==> src/rtl/i2s_pkg.sv <==
// Shared types and default timing constants for the I2S clock generator.
package i2s_pkg;
   typedef enum logic [1:0] {IDLE, RUN, DRAIN} state_t;

   localparam int I2S_BITS_PER_CHANNEL = 32;
   localparam int I2S_BCLK_HALF_PERIOD = 4;
   localparam int I2S_MCLK_HALF_PERIOD = 4;
endpackage

==> src/rtl/toggle_clock_divider.sv <==
// Registered toggle divider: the output flips every HALF_PERIOD cycles while
// i_run is high and is cleared synchronously when i_run drops.
module toggle_clock_divider
   import i2s_pkg::*;
#(
   parameter int HALF_PERIOD = 4
) (
   input  logic i_clock,
   input  logic i_reset,
   input  logic i_run,
   output logic o_clock,
   output logic o_falling_strobe
);
   localparam int CW = (HALF_PERIOD > 1) ? $clog2(HALF_PERIOD) : 1;

   if (HALF_PERIOD < 1) begin : g_bad_param
      $error("toggle_clock_divider: HALF_PERIOD must be >= 1");
   end

   logic [CW-1:0] count;
   logic          terminal;

   assign terminal = (count == CW'(HALF_PERIOD - 1));

   // High in the cycle before the edge that registers o_clock 1->0, so the
   // parent can update its own state on that same edge.
   assign o_falling_strobe = o_clock & terminal;

   always_ff @(posedge i_clock or posedge i_reset) begin
      if (i_reset) begin
         count   <= '0;
         o_clock <= 1'b0;
      end else if (!i_run) begin
         count   <= '0;
         o_clock <= 1'b0;
      end else if (terminal) begin
         count   <= '0;
         o_clock <= ~o_clock;
      end else begin
         count   <= count + 1'b1;
      end
   end
endmodule

==> src/rtl/i2s_clock_generator.sv <==
// I2S MCLK/BCLK/LRCLK generator with frame-aligned start and stop.
// Optional MCLK divider enabled by defining I2S_CLKGEN_MCLK_EN.
module i2s_clock_generator
   import i2s_pkg::*;
#(
   parameter int MCLK_HALF_PERIOD = I2S_MCLK_HALF_PERIOD,
   parameter int BCLK_HALF_PERIOD = I2S_BCLK_HALF_PERIOD,
   parameter int BITS_PER_CHANNEL = I2S_BITS_PER_CHANNEL
) (
   input  logic i_clock,
   input  logic i_reset,
   input  logic i_enable,
   output logic o_codec_master_clock,
   output logic o_codec_bit_clock,
   output logic o_codec_lr_clock,
   output logic o_frame_start,
   output logic o_running
);
   localparam int BW = $clog2(BITS_PER_CHANNEL);

   if (MCLK_HALF_PERIOD < 1 || BCLK_HALF_PERIOD < 1 || BITS_PER_CHANNEL < 2) begin : g_bad_param
      $error("i2s_clock_generator: half periods must be >= 1 and BITS_PER_CHANNEL >= 2");
   end

   state_t        state;
   logic          running;
   logic          lr;
   logic          frame_start;
   logic [BW-1:0] bit_count;

   logic bclk_fall;
   logic lr_toggle;
   logic frame_end;
   logic stop;
   logic run_next;

   assign lr_toggle = bclk_fall && (bit_count == BW'(BITS_PER_CHANNEL - 1));
   assign frame_end = lr_toggle && lr;
   // Stop only where LR would return to left, so the codec never sees a partial frame.
   assign stop      = running && frame_end && !i_enable;
   assign run_next  = running && !stop;

   toggle_clock_divider #(.HALF_PERIOD(BCLK_HALF_PERIOD)) u_bclk (
      .i_clock          (i_clock),
      .i_reset          (i_reset),
      .i_run            (run_next),
      .o_clock          (o_codec_bit_clock),
      .o_falling_strobe (bclk_fall)
   );

`ifdef I2S_CLKGEN_MCLK_EN
   logic mclk_fall_unused;

   toggle_clock_divider #(.HALF_PERIOD(MCLK_HALF_PERIOD)) u_mclk (
      .i_clock          (i_clock),
      .i_reset          (i_reset),
      .i_run            (run_next),
      .o_clock          (o_codec_master_clock),
      .o_falling_strobe (mclk_fall_unused)
   );
`else
   assign o_codec_master_clock = 1'b0;
`endif

   always_ff @(posedge i_clock or posedge i_reset) begin
      if (i_reset) begin
         state       <= IDLE;
         running     <= 1'b0;
         lr          <= 1'b0;
         frame_start <= 1'b0;
         bit_count   <= '0;
      end else begin
         frame_start <= 1'b0;
         case (state)
            IDLE: begin
               lr        <= 1'b0;
               bit_count <= '0;
               if (i_enable) begin
                  state       <= RUN;
                  running     <= 1'b1;
                  frame_start <= 1'b1;
               end
            end
            RUN, DRAIN: begin
               if (stop) begin
                  state     <= IDLE;
                  running   <= 1'b0;
                  lr        <= 1'b0;
                  bit_count <= '0;
               end else begin
                  state <= i_enable ? RUN : DRAIN;
                  if (lr_toggle) begin
                     lr          <= ~lr;
                     bit_count   <= '0;
                     frame_start <= lr;
                  end else if (bclk_fall) begin
                     bit_count <= bit_count + 1'b1;
                  end
               end
            end
            default: begin
               state   <= IDLE;
               running <= 1'b0;
            end
         endcase
      end
   end

   assign o_codec_lr_clock = lr;
   assign o_frame_start    = frame_start;
   assign o_running        = running;
endmodule

==> config.mk <==
export PLATFORM = sky130hd
export DESIGN_NAME = i2s_clock_generator
export DESIGN_NICKNAME = d
export VERILOG_FILES = /design/src/rtl/i2s_pkg.sv /design/src/rtl/toggle_clock_divider.sv /design/src/rtl/i2s_clock_generator.sv
export SDC_FILE = /design/constraint.sdc
export NUM_CORES = 1
export LEC_CHECK = 0
export BUFFER_PORTS_ARGS = -buffer_cell sky130_fd_sc_hd__buf_2
export CORE_UTILIZATION = 50
export DETAILED_ROUTE_END_ITERATION = 7
export MAX_ROUTING_LAYER = met4
export PLACE_DENSITY_LB_ADDON = 0.2
export SYNTH_ARGS = -nofsm -noshare
export SYNTH_HDL_FRONTEND = slang
export SYNTH_SLANG_ARGS = --single-unit
==> constraint.sdc <==
create_clock -name i_clock -period 2.02 [get_ports i_clock]
set_input_delay 0.404 -clock i_clock [delete_from_list [all_inputs] [get_ports i_clock]]
set_output_delay 0.404 -clock i_clock [all_outputs]
set_load 0.05 [all_outputs]
# Word-level counts from Yosys, hierarchy flattened
# Cells that the tools add are included.
# classes
eq_ne	9
add_sub_neg	2
muxes	22
bitwise	3
reduce_logical	13
# op_table
operator	n
two-way mux 5 bit	3
two-way mux 2 bit	5
case mux 5 bit (2 select lines)	1
two-way mux 1 bit	9
inequality test 2 bit (second input constant)	3
case mux 1 bit (2 select lines)	3
AND reduction 2 bit	3
adder 5 x 1 -> 5 bit (second input constant)	1
== test 5 bit (second input constant)	1
logical AND 1 bit	5
== test 2 bit (second input constant)	2
inequality test 4 bit (second input constant)	1
case mux 2 bit (2 select lines)	1
inequality test 3 bit (second input constant)	1
adder 2 x 1 -> 2 bit (second input constant)	1
== test 2 x 1 -> 1 bit (second input constant)	1
logical NOT 1 bit	2
logical NOT 2 bit	1
NOT 1 bit	2
nonzero test 2 bit	1
OR reduction 2 bit	1
bitwise AND 1 bit	1
# totals
word_cells	56
in_bits	3
reg_bits	13
out_inout_bits	5

# Logic depth before layout (Yosys ltp)
# Gate-level depths: netlist (run 1).
# depth
word_depth	9
ltp_mapped	6

# Modules after synthesis
# Synthesis (run 1) repeated with hierarchy kept, for this count alone.
# unflattened
hier_cells	76
hier_area_um2	716.9
# modules_own_cells
mod	n_inst	cells_per_inst	seq_area_each_um2	area_per_inst_um2
i2s_clock_generator	1	66	250.2	589.3
toggle_clock_divider	1	10	75.1	127.6

# Worst setup path before layout (run 1)
# OpenSTA, ideal clock, no wires.
# synth_path
path_type	register to register
start	register bit_count[0]
end	register bit_count[2]
setup_time_ns	0.101
t_arrival_ns	1.706
slack_ns	0.213
period_less_slack_ns	1.807
stages_incl_launch_ff	6
path_buffers	0
path_cell_list	dfrtp_1 -> ha_1 -> and3_1 -> ha_1 -> or4_4 -> o311ai_2
# synth_via
elab_chain_cells	7
word_cells_on_any_way	12
classes_between	add/sub: 1; eq/ne: 2; mux: 4; reduce/logical: 5
# synth_lines
element	line	rtl
start, declared	i2s_clock_generator.sv:29	logic [BW-1:0] bit_count;
start signal, assigned	i2s_clock_generator.sv:97	bit_count <= bit_count + 1'b1;
branches (longest 7 deep; another with adder 5 x 1 -> 5 bit)	n/a	
# Parallel ways; which one is timed is not known. The select of a mux whose other input is x is not followed.
# A chain may end at the register's enable or synchronous reset.

# Final worst setup path (run 1)
# Ends and elaborated chain as after synthesis.

==> impl_results.md, run 1 <==
- Layout cells sized above 1: 20.3%
- Synth-to-layout area growth: 8.79%
- Post-Layout Cell Count: 94
- Placed insts: 90
- Tightest Hold Check Type: primary input to async pin
- CTS resizes: 0
- Xor/xnor cell area share of the yosys netlist: 2.46%
- Post-CTS Setup Inserts: 0
- Most frequent cells after synthesis: 13 x dfrtp_1, 7 x inv_1, 7 x o21ai_1
- CTS max path bufs: 2
- TritonCTS clock tree: yes
- Port-buffer cells: 6
- Hold Worst Slack: 0.143 ns
- Worst r2r src: bit_count[0]
- Critical path arrival: 2.10 ns
- R2r endpoint: bit_count[2]
- Period Utilization, post-route: 95.7%
- Number of diodes: 0
- Die width: 39.7 microns
- NumNets Final: 88
- First-pass GRT wire length: 2160 microns
- Final wirelength: 1310 microns
- Startpoint Class: flop
- Post-synth cell types: 32
- Peak fanout along the critical path: 4
- GRT Total Usage: 21.9%
- Main flop type after synthesis: dfrtp_1
- H-Tree Depth: 1
- Reg2reg path depth: 5
- Sequential element share of the synthesized area: 45.7%
- Initial core utilization: 54.0%
- Max Cap Viol: 0
- Clk sinks: 13
- Cts hold-fix bufs: 0
- Most numerous cell in the Yosys netlist: dfrtp_1
- Drt drc: 0
- Largest net degree at the start of global routing: 14
- Drt initial violations: 0
- Worst Path Class, Setup: flop to flop
- VDD IR-drop max: 0.000716 V
- Crit path capture: bit_count[2]
- CP Data Required Time: 2.19 ns
- Compound-Gate Fraction of Synth Area: 20.6%
- RSZ-0062 raised after global routing: false
- Avg Inst Size Synth: 10.3 sq um
- Detail Route Antenna Nets: 0
- # IOs: 8
- Row cnt: 13
- CTS clock-pin slew for the worst setup and hold paths: 0.08 ns
- Share of flip-flops with an asynchronous set or reset: 100%
- CTS root buf: clkbuf_4
- Worst clock skew: 0.00505 ns
- TritonCTS buffer count: 3
- Initial antenna violation count: 0
- Drt pass-1 iters: 1
- Post-synthesis mux area share: 0%
- RePlAce Congestion: 0.738
- EDFF count, synth: 0
- Crit. End Element: flop
- Die area: 1580 sq um
- Critical Path Source: bit_count[0]
- Die Height: 39.7 microns
- Yosys warning count: 0
- Status: finished, final reports clean
- Cell taking the most area after synthesis: dfrtp_1
- Endpoints failing hold: 0
- Post-Synth Adder-Cell Area: 8.79%
- Largest family of logic cells by synthesized area: compound AO/OA/AOI/OAI gates
- Cell area power density: 1310 nW/um^2
- Vias in the first global route: 533
- Post-synthesis register bit count: 13
- Setup violators final: 0
- Highest clock rate: 0.517 GHz
- P_leak: 0.372 nW
- Gr ovfl total: 0
- Reg-to-reg slack, setup: 0.09 ns
- Syn_nets: 77
- Yosys top cell area share: 45.7%
- Setup_tns: 0 ns
- Syn Inst Count: 69
- Fin crit period: 1.93 ns
- Worst skew pair latency: 0.27 ns
- DR vias/cell: 5.51
- Simple-gate share of the synthesized area: 13.9%
- DP Wirelength: 1020 microns
- Slew Limit Fails: 0
- Cell Area, Synth: 712 sq um
- Synth area leaders: dfrtp_1 46%, ha_1 8.8%, o21ai_1 4.9%, inv_1 3.7%, buf_12 2.8%
- Via count: 518
- Drt wl/cell: 14.0 microns
- Core ar.: 1320 sq um
[routing by layer]
| metal | GRT usage, % | wire, microns | part of all wire, % | vias to the layer above |
|---|---|---|---|---|
| li1 | - | - | - | 269 |
| met1 | 23.7 | 644 | 49 | 244 |
| met2 | 37.3 | 636 | 48 | 3 |
| met3 | 3.41 | 17 | 1.3 | 2 |
| met4 | 12.9 | 16 | 1.2 | 0 |
| met5 | - | 0 | 0 | - |
[worst min-delay path by stage]
stage | slack [ns] | start | endpoint
after global routing | 0.20 | i_reset | bit_count[3]
final | 0.14 | i_reset | bit_count[3]
after CTS | 0.15 | i_reset | bit_count[3]
after floorplan | 0.28 | i_reset | bit_count[0]
after detailed placement | 0.44 | u_bclk.count[0] | u_bclk.count[0]
after global placement | 0.43 | u_bclk.count[0] | u_bclk.count[0]
[placed cells by master (no fill, tap or decap), types with 3 or more instances in the layout]
master    instances
buf_2             6
clkbuf_4          3
dfrtp_1          13
ha_1              5
inv_1             7
nand2_1           4
nand3_1           3
nand4_1           3
o21ai_1           7
[area by class of cell]
class | instances | area [sq um]
sequential | 13 | 325
clock buffer | 4 | 26.3
fill | 117 | 543
multi-input combinational | 46 | 329
tap | 15 | 18.8
inverter | 8 | 30.0
timing repair buffer | 8 | 45.0
[metrics by stage]
| step | setup WS [ns] | power [W] | utilization, % | cell area, sq um |
|---|---|---|---|---|
| 2_1_floorplan | 0.213 | 0.000750 | - | 712 |
| 3_3_place_gp | 0.180 | 0.000864 | 56.8 | 748 |
| 3_5_place_dp | 0.111 | 0.000868 | 56.8 | 748 |
| 4_1_cts | 0.0736 | 0.00103 | 58.8 | 774 |
| 5_1_grt | 0.0267 | 0.00109 | 58.8 | 774 |
| 6_report | 0.0873 | 0.00101 | 58.8 | 774 |
[kinds of logic after synthesis]
group,Yosys count
AO/OA/AOI/OAI,20
XOR/XNOR,2
adder cells (fa/ha/maj),5
buffers and inverters,10
flip-flops,13
other,1
AND/OR/NAND/NOR,18
[where the power goes]
part           internal, W  switching, W
Sequential        0.000319     0.0000413
Combinational     0.000176      0.000321
Clock            0.0000763     0.0000794
[worst max-delay path: stages (launching register included)]
cell and delay (ns):
dfrtp_1 0.42, ha_1 0.23, and3_1 0.18, ha_1 0.20, or4_4 0.57, o311ai_2 0.22
[registers in the layout (all words and copies together) (netlist names)]
signal and flops:
u_bclk.o_clock 1, o_codec_lr_clock 1, u_bclk.count 2, bit_count 5
state 2, o_running 1, o_frame_start 1
(Power assumes the default switching activity.)
==> inputs of run 2 (changes only) <==
--- a/config.mk
+++ b/config.mk
@@ -9,7 +9,7 @@
 export CORE_UTILIZATION = 50
 export DETAILED_ROUTE_END_ITERATION = 7
 export MAX_ROUTING_LAYER = met4
-export PLACE_DENSITY_LB_ADDON = 0.2
+export PLACE_DENSITY = 0.76
 export SYNTH_ARGS = -nofsm -noshare
 export SYNTH_HDL_FRONTEND = slang
 export SYNTH_SLANG_ARGS = --single-unit
==> impl_results.md, run 2 (synthesis results as in run 1) <==
- Status: finished, final reports clean
- Crit. End Element: flop
- Highest clock rate: 0.523 GHz (+1.2%)
- Drt initial violations: 5 (+5)
- Cts hold-fix bufs: 0 (unchanged)
- Placed insts: 90 (unchanged)
- Drt pass-1 iters: 4 (+3)
- Initial antenna violation count: 0 (unchanged)
- Critical path arrival: 2.09 ns (about the same)
- DR vias/cell: 5.81 (+5.4%)
- Vias in the first global route: 481 (-9.8%)
- Post-Layout Cell Count: 94 (unchanged)
- TritonCTS clock tree: yes
- DP Wirelength: 932 microns (-8.6%)
- CTS root buf: clkbuf_4
- Largest net degree at the start of global routing: 14 (unchanged)
- Worst path bufs/invs: 0 (unchanged)
- Die width: 39.7 microns (unchanged)
- Final wirelength: 1280 microns (-2.9%)
- FILL cells: 114 (-2.6%)
- Peak fanout along the critical path: 4 (unchanged)
- Max stage delay cell, worst path: or4_4
- Hold Worst Slack: 0.136 ns (-0.00658 ns)
- P_leak: 0.372 nW (unchanged)
- Die Height: 39.7 microns (unchanged)
- Reg-to-reg slack, setup: 0.11 ns (+0.02 ns)
- Startpoint Class: flop
- RePlAce Congestion: 0.761 (+3.1%)
- Layout cells sized above 1: 20.3% (unchanged)
- Worst r2r src: bit_count[0]
- Largest registers: bit_count: 5 flops, state: 2 flops, u_bclk.count: 2 flops
- Die area: 1580 sq um (unchanged)
- Post-CTS Setup Inserts: 0 (unchanged)
- CTS max path bufs: 2 (unchanged)
- Post-DP Area: 748 sq um (unchanged)
- Design area: 774 sq um (unchanged)
- Crit path top cell by count: ha_1
- Initial core utilization: 54.0% (unchanged)
- Endpoints failing hold: 0 (unchanged)
- Clk sinks: 13 (unchanged)
- Most frequent cells in the layout: 13 x dfrtp_1, 7 x inv_1, 7 x o21ai_1
- H-Tree Depth: 1 (unchanged)
- Cell area power density: 1320 nW/um^2 (+1.1%)
- CTS clock-pin slew for the worst setup and hold paths: 0.08 ns (about the same)
- Register Area: 325 sq um (unchanged)
- Period Utilization, post-route: 94.6% (-1.1 points)
- Via count: 546 (+5.4%)
- VDD IR-drop max: 0.000724 V (+1.1%)
- Detail Route Antenna Nets: 0 (unchanged)
- Worst Path Class, Setup: flop to flop
- Worst skew pair latency: 0.27 ns (about the same)
- CP Data Required Time: 2.20 ns (about the same)
- RSZ-0062 raised after global routing: false
- Port-buffer cells: 6 (unchanged)
- Row cnt: 13 (unchanged)
- CP delay by family, top: simple AND/OR/NAND/NOR gates
- CP peak stage delay: 0.58 ns (about the same)
- CTS resizes: 0 (unchanged)
- Synth-to-layout area growth: 8.79% (unchanged)
- Multi-input logic area: 329 sq um (unchanged)
- Core ar.: 1320 sq um (unchanged)
- Setup violators final: 0 (unchanged)
- Max Cap Viol: 0 (unchanged)
- Fin crit period: 1.91 ns (-0.0222 ns)
- NumNets Final: 88 (unchanged)
- Gr ovfl total: 0 (unchanged)
- CP cell instances: ha_1, and3_1, ha_1, or4_4, o311ai_2
- Drt drc: 0 (unchanged)
- Tightest Hold Check Type: primary input to async pin
- Max reg flops: 5 (unchanged)
- GRT Total Usage: 21.2% (-0.65 points)
- First-pass GRT wire length: 2080 microns (-3.5%)
- Reg2reg path depth: 5 (unchanged)
- Largest Register: bit_count
- Slew Limit Fails: 0 (unchanged)
- Worst clock skew: 0.00189 ns (-0.00315 ns)
- R2r endpoint: bit_count[2]
- Setup_tns: 0 ns (unchanged)
- # IOs: 8 (unchanged)
- Number of diodes: 0 (unchanged)
- Most common cell after layout, fill and taps aside: dfrtp_1
- TritonCTS buffer count: 3 (unchanged)
- Drt wl/cell: 13.6 microns (-2.9%)
-- run 2: worst max-delay path by stage --
stage	startpoint	end	slack, ns	depth (start not counted)
after floorplan	bit_count[0]	bit_count[2]	0.21	5
after global placement	bit_count[0]	bit_count[2]	0.18	5
after detailed placement	bit_count[0]	bit_count[2]	0.12	5
after CTS	bit_count[0]	bit_count[2]	0.10	5
after global routing	bit_count[0]	bit_count[2]	0.04	5
final	bit_count[0]	bit_count[2]	0.11	5
-- run 2: worst reg2reg max path: stages (launching register included) --
cell and delay, ns:
dfrtp_1 0.41, ha_1 0.21, and3_1 0.18, ha_1 0.21, or4_4 0.58, o311ai_2 0.22
-- run 2: cell type report --
cell class,instances,area share [%]
Clock buffer,4,3.39
Inverter,8,3.88
Multi-Input combinational cell,46,42.5
Sequential cell,13,42.0
Tap cell,15,2.42
Timing Repair Buffer,8,5.82
-- run 2: where the power goes --
group	internal (W)	total [W]	switching, W	leakage (nW)
Sequential	0.000319	0.000358	0.0000387	0.175
Clock	0.0000766	0.000158	0.0000815	0.0150
Combinational	0.000177	0.000509	0.000332	0.182
-- run 2: through the flow --
| step | setup WS (ns) | power, W | util (%) |
|---|---|---|---|
| after floorplan | 0.213 | 0.000750 | - |
| after global placement | 0.178 | 0.000857 | 56.8 |
| after detailed placement | 0.123 | 0.000869 | 56.8 |
| after CTS | 0.103 | 0.00103 | 58.8 |
| after global routing | 0.0362 | 0.00110 | 58.8 |
| final | 0.109 | 0.00102 | 58.8 |
-- run 2: routing by layer --
layer,up-vias,GRT usage [%],share of wire (%)
met5,-,-,0
met4,0,12.9,2.9
met3,5,3.41,2.3
met2,11,31.6,47
met1,264,26.8,48
li1,266,-,-
==> inputs of run 3 (changes only) <==
--- a/config.mk
+++ b/config.mk
@@ -5,11 +5,11 @@
 export SDC_FILE = /design/constraint.sdc
 export NUM_CORES = 1
 export LEC_CHECK = 0
-export BUFFER_PORTS_ARGS = -buffer_cell sky130_fd_sc_hd__buf_2
 export CORE_UTILIZATION = 50
 export DETAILED_ROUTE_END_ITERATION = 7
+export DONT_BUFFER_PORTS = 1
 export MAX_ROUTING_LAYER = met4
-export PLACE_DENSITY = 0.76
+export PLACE_DENSITY = 0.71
 export SYNTH_ARGS = -nofsm -noshare
 export SYNTH_HDL_FRONTEND = slang
 export SYNTH_SLANG_ARGS = --single-unit
==> impl_results.md, run 3 (synthesis results as in run 1) <==
- VDD IR-drop max: 0.000675 V (-6.8%)
- Die width: 39.7 microns (unchanged)
- Largest Register: bit_count
- RSZ-0062 raised after global routing: false
- Peak fanout along the critical path: 4 (unchanged)
- RePlAce Congestion: 0.739 (-3.0%)
- Setup violators final: 0 (unchanged)
- Design area: 767 sq um (-0.97%)
- Worst r2r src: bit_count[0]
- CTS resizes: 0 (unchanged)
- Drt pass-1 iters: 4 (unchanged)
- Post-Layout Cell Count: 91 (-3.2%)
- Drt wl/cell: 14.1 microns (+3.6%)
- DR vias/cell: 5.70 (-1.8%)
- Period Utilization, post-route: 94.6% (about the same)
- TritonCTS buffer count: 3 (unchanged)
- Highest clock rate: 0.523 GHz (about the same)
- Drt initial violations: 7 (+2)
- Port-buffer cells: 0 (-6)
- Detail Route Antenna Nets: 0 (unchanged)
- R2r endpoint: bit_count[2]
- Max Cap Viol: 0 (unchanged)
- Slew Limit Fails: 0 (unchanged)
- Final Power: 0.00101 W (-1.3%)
- Post-DP Area: 741 sq um (-1.0%)
- Cell area power density: 1320 nW/um^2 (-0.31%)
- Synth-to-layout area growth: 7.73%
- Worst skew pair latency: 0.27 ns (about the same)
- Gr ovfl total: 0 (unchanged)
- Reg-to-reg slack, setup: 0.11 ns (about the same)
- CTS root buf: clkbuf_4
- Placed insts: 87 (-3.3%)
- GRT Total Usage: 20.7% (-0.53 points)
- Status: finished, final reports clean
- Place WS: 0.128 ns (+0.00511 ns)
- Cts hold-fix bufs: 0 (unchanged)
- Clk sinks: 13 (unchanged)
- Setup WS post-layout: 0.109 ns (-0.000823 ns)
- # IOs: 8 (unchanged)
- FILL cells: 124 (+8.8%)
- Tightest Hold Check Type: primary input to async pin
- Routing usage on met3: 3.98% (+0.57 points)
- Largest net degree at the start of global routing: 14 (unchanged)
- Register Area: 325 sq um (unchanged)
- Most frequent cells in the layout: 13 x dfrtp_1, 7 x inv_1, 7 x o21ai_1
- Multi-input logic area: 329 sq um (unchanged)
- Worst clock skew: 0.000630 ns (-0.00126 ns)
- TritonCTS clock tree: yes
- Most common cell after layout, fill and taps aside: dfrtp_1
- First-pass GRT wire length: 1990 microns (-4.3%)
- Met1 usage: 24.6% (-2.2 points)
- NumNets Final: 85 (-3.4%)
- Die area: 1580 sq um (unchanged)
- Worst Path Class, Setup: flop to flop
- Initial core utilization: 54.0% (unchanged)
- Post-CTS Setup Inserts: 0 (unchanged)
- Core ar.: 1320 sq um (unchanged)
- Largest registers: bit_count: 5 flops, state: 2 flops, u_bclk.count: 2 flops
- H-Tree Depth: 1 (unchanged)
- Final wirelength: 1280 microns (+0.31%)
- Setup_tns: 0 ns (unchanged)
- P_leak: 0.360 nW (-3.3%)
- Max reg flops: 5 (unchanged)
- Critical path arrival: 2.09 ns (about the same)
- CTS max path bufs: 2 (unchanged)
- Layout cells sized above 1: 17.1% (-3.1 points)
- Fin crit period: 1.91 ns (+0.000823 ns)
- Reg2reg path depth: 5 (unchanged)
- Endpoints failing hold: 0 (unchanged)
- CP Data Required Time: 2.20 ns (about the same)
- DP Wirelength: 944 microns (+1.3%)
- Top Usage Layer GRT: met2
- Met2 Use GR: 32.0% (+0.41 points)
- Critical Path Source: bit_count[0]
- Row cnt: 13 (unchanged)
- Initial antenna violation count: 0 (unchanged)
- Drt drc: 0 (unchanged)
- Crit. End Element: flop
- CTS clock-pin slew for the worst setup and hold paths: 0.07 ns (about the same)
- Startpoint Class: flop
- Via count: 519 (-4.9%)
- Number of diodes: 0 (unchanged)
- Die Height: 39.7 microns (unchanged)
- Vias in the first global route: 474 (-1.5%)
run 3: cell count changes in the layout (fill, tap and decap cells not counted), sizes merged:
cell / previous run / this run
buf: 8 / 5
run 3: worst max path at each step:
| stage | end | slack [ns] | cells past startpoint |
|---|---|---|---|
| after floorplan | bit_count[2] | 0.21 | 5 |
| after global placement | bit_count[2] | 0.18 | 5 |
| after detailed placement | bit_count[2] | 0.13 | 5 |
| after CTS | bit_count[2] | 0.10 | 5 |
| after global routing | bit_count[2] | 0.03 | 5 |
| final | bit_count[2] | 0.11 | 5 |
run 3: routing by layer:
metal / wire, microns / share of wire [%]
met4: 12 / 0.94
met3: 31 / 2.4
met5: 0 / 0
met1: 646 / 50
met2: 590 / 46
run 3: area by class of cell:
class,instances,share of cell area (%)
Multi-Input combinational cell,46,42.9
Sequential cell,13,42.4
Timing Repair Buffer,5,4.89
Inverter,8,3.92
Clock buffer,4,3.43
Tap cell,15,2.45
run 3: power by group:
part	leakage [nW]	internal [W]	switching, W
combinational	0.170	0.000176	0.000298
clock	0.0150	0.0000764	0.0000789
sequential	0.175	0.000319	0.0000632
total	0.360	0.000572	0.000440
run 3: through the flow:
step,util [%],hold slack [ns]
detailed placement,56.2,0.348
finish,58.2,0.0396
global placement,56.2,0.344
global route,58.2,0.0707
floorplan,-,0.281
CTS,58.2,0.0479
run 3: worst max-delay path, cell delays in order (launching register included):
cell,delay [ns]
dfrtp_1,0.41
ha_1,0.22
and3_1,0.18
ha_1,0.21
or4_4,0.58
o311ai_2,0.22
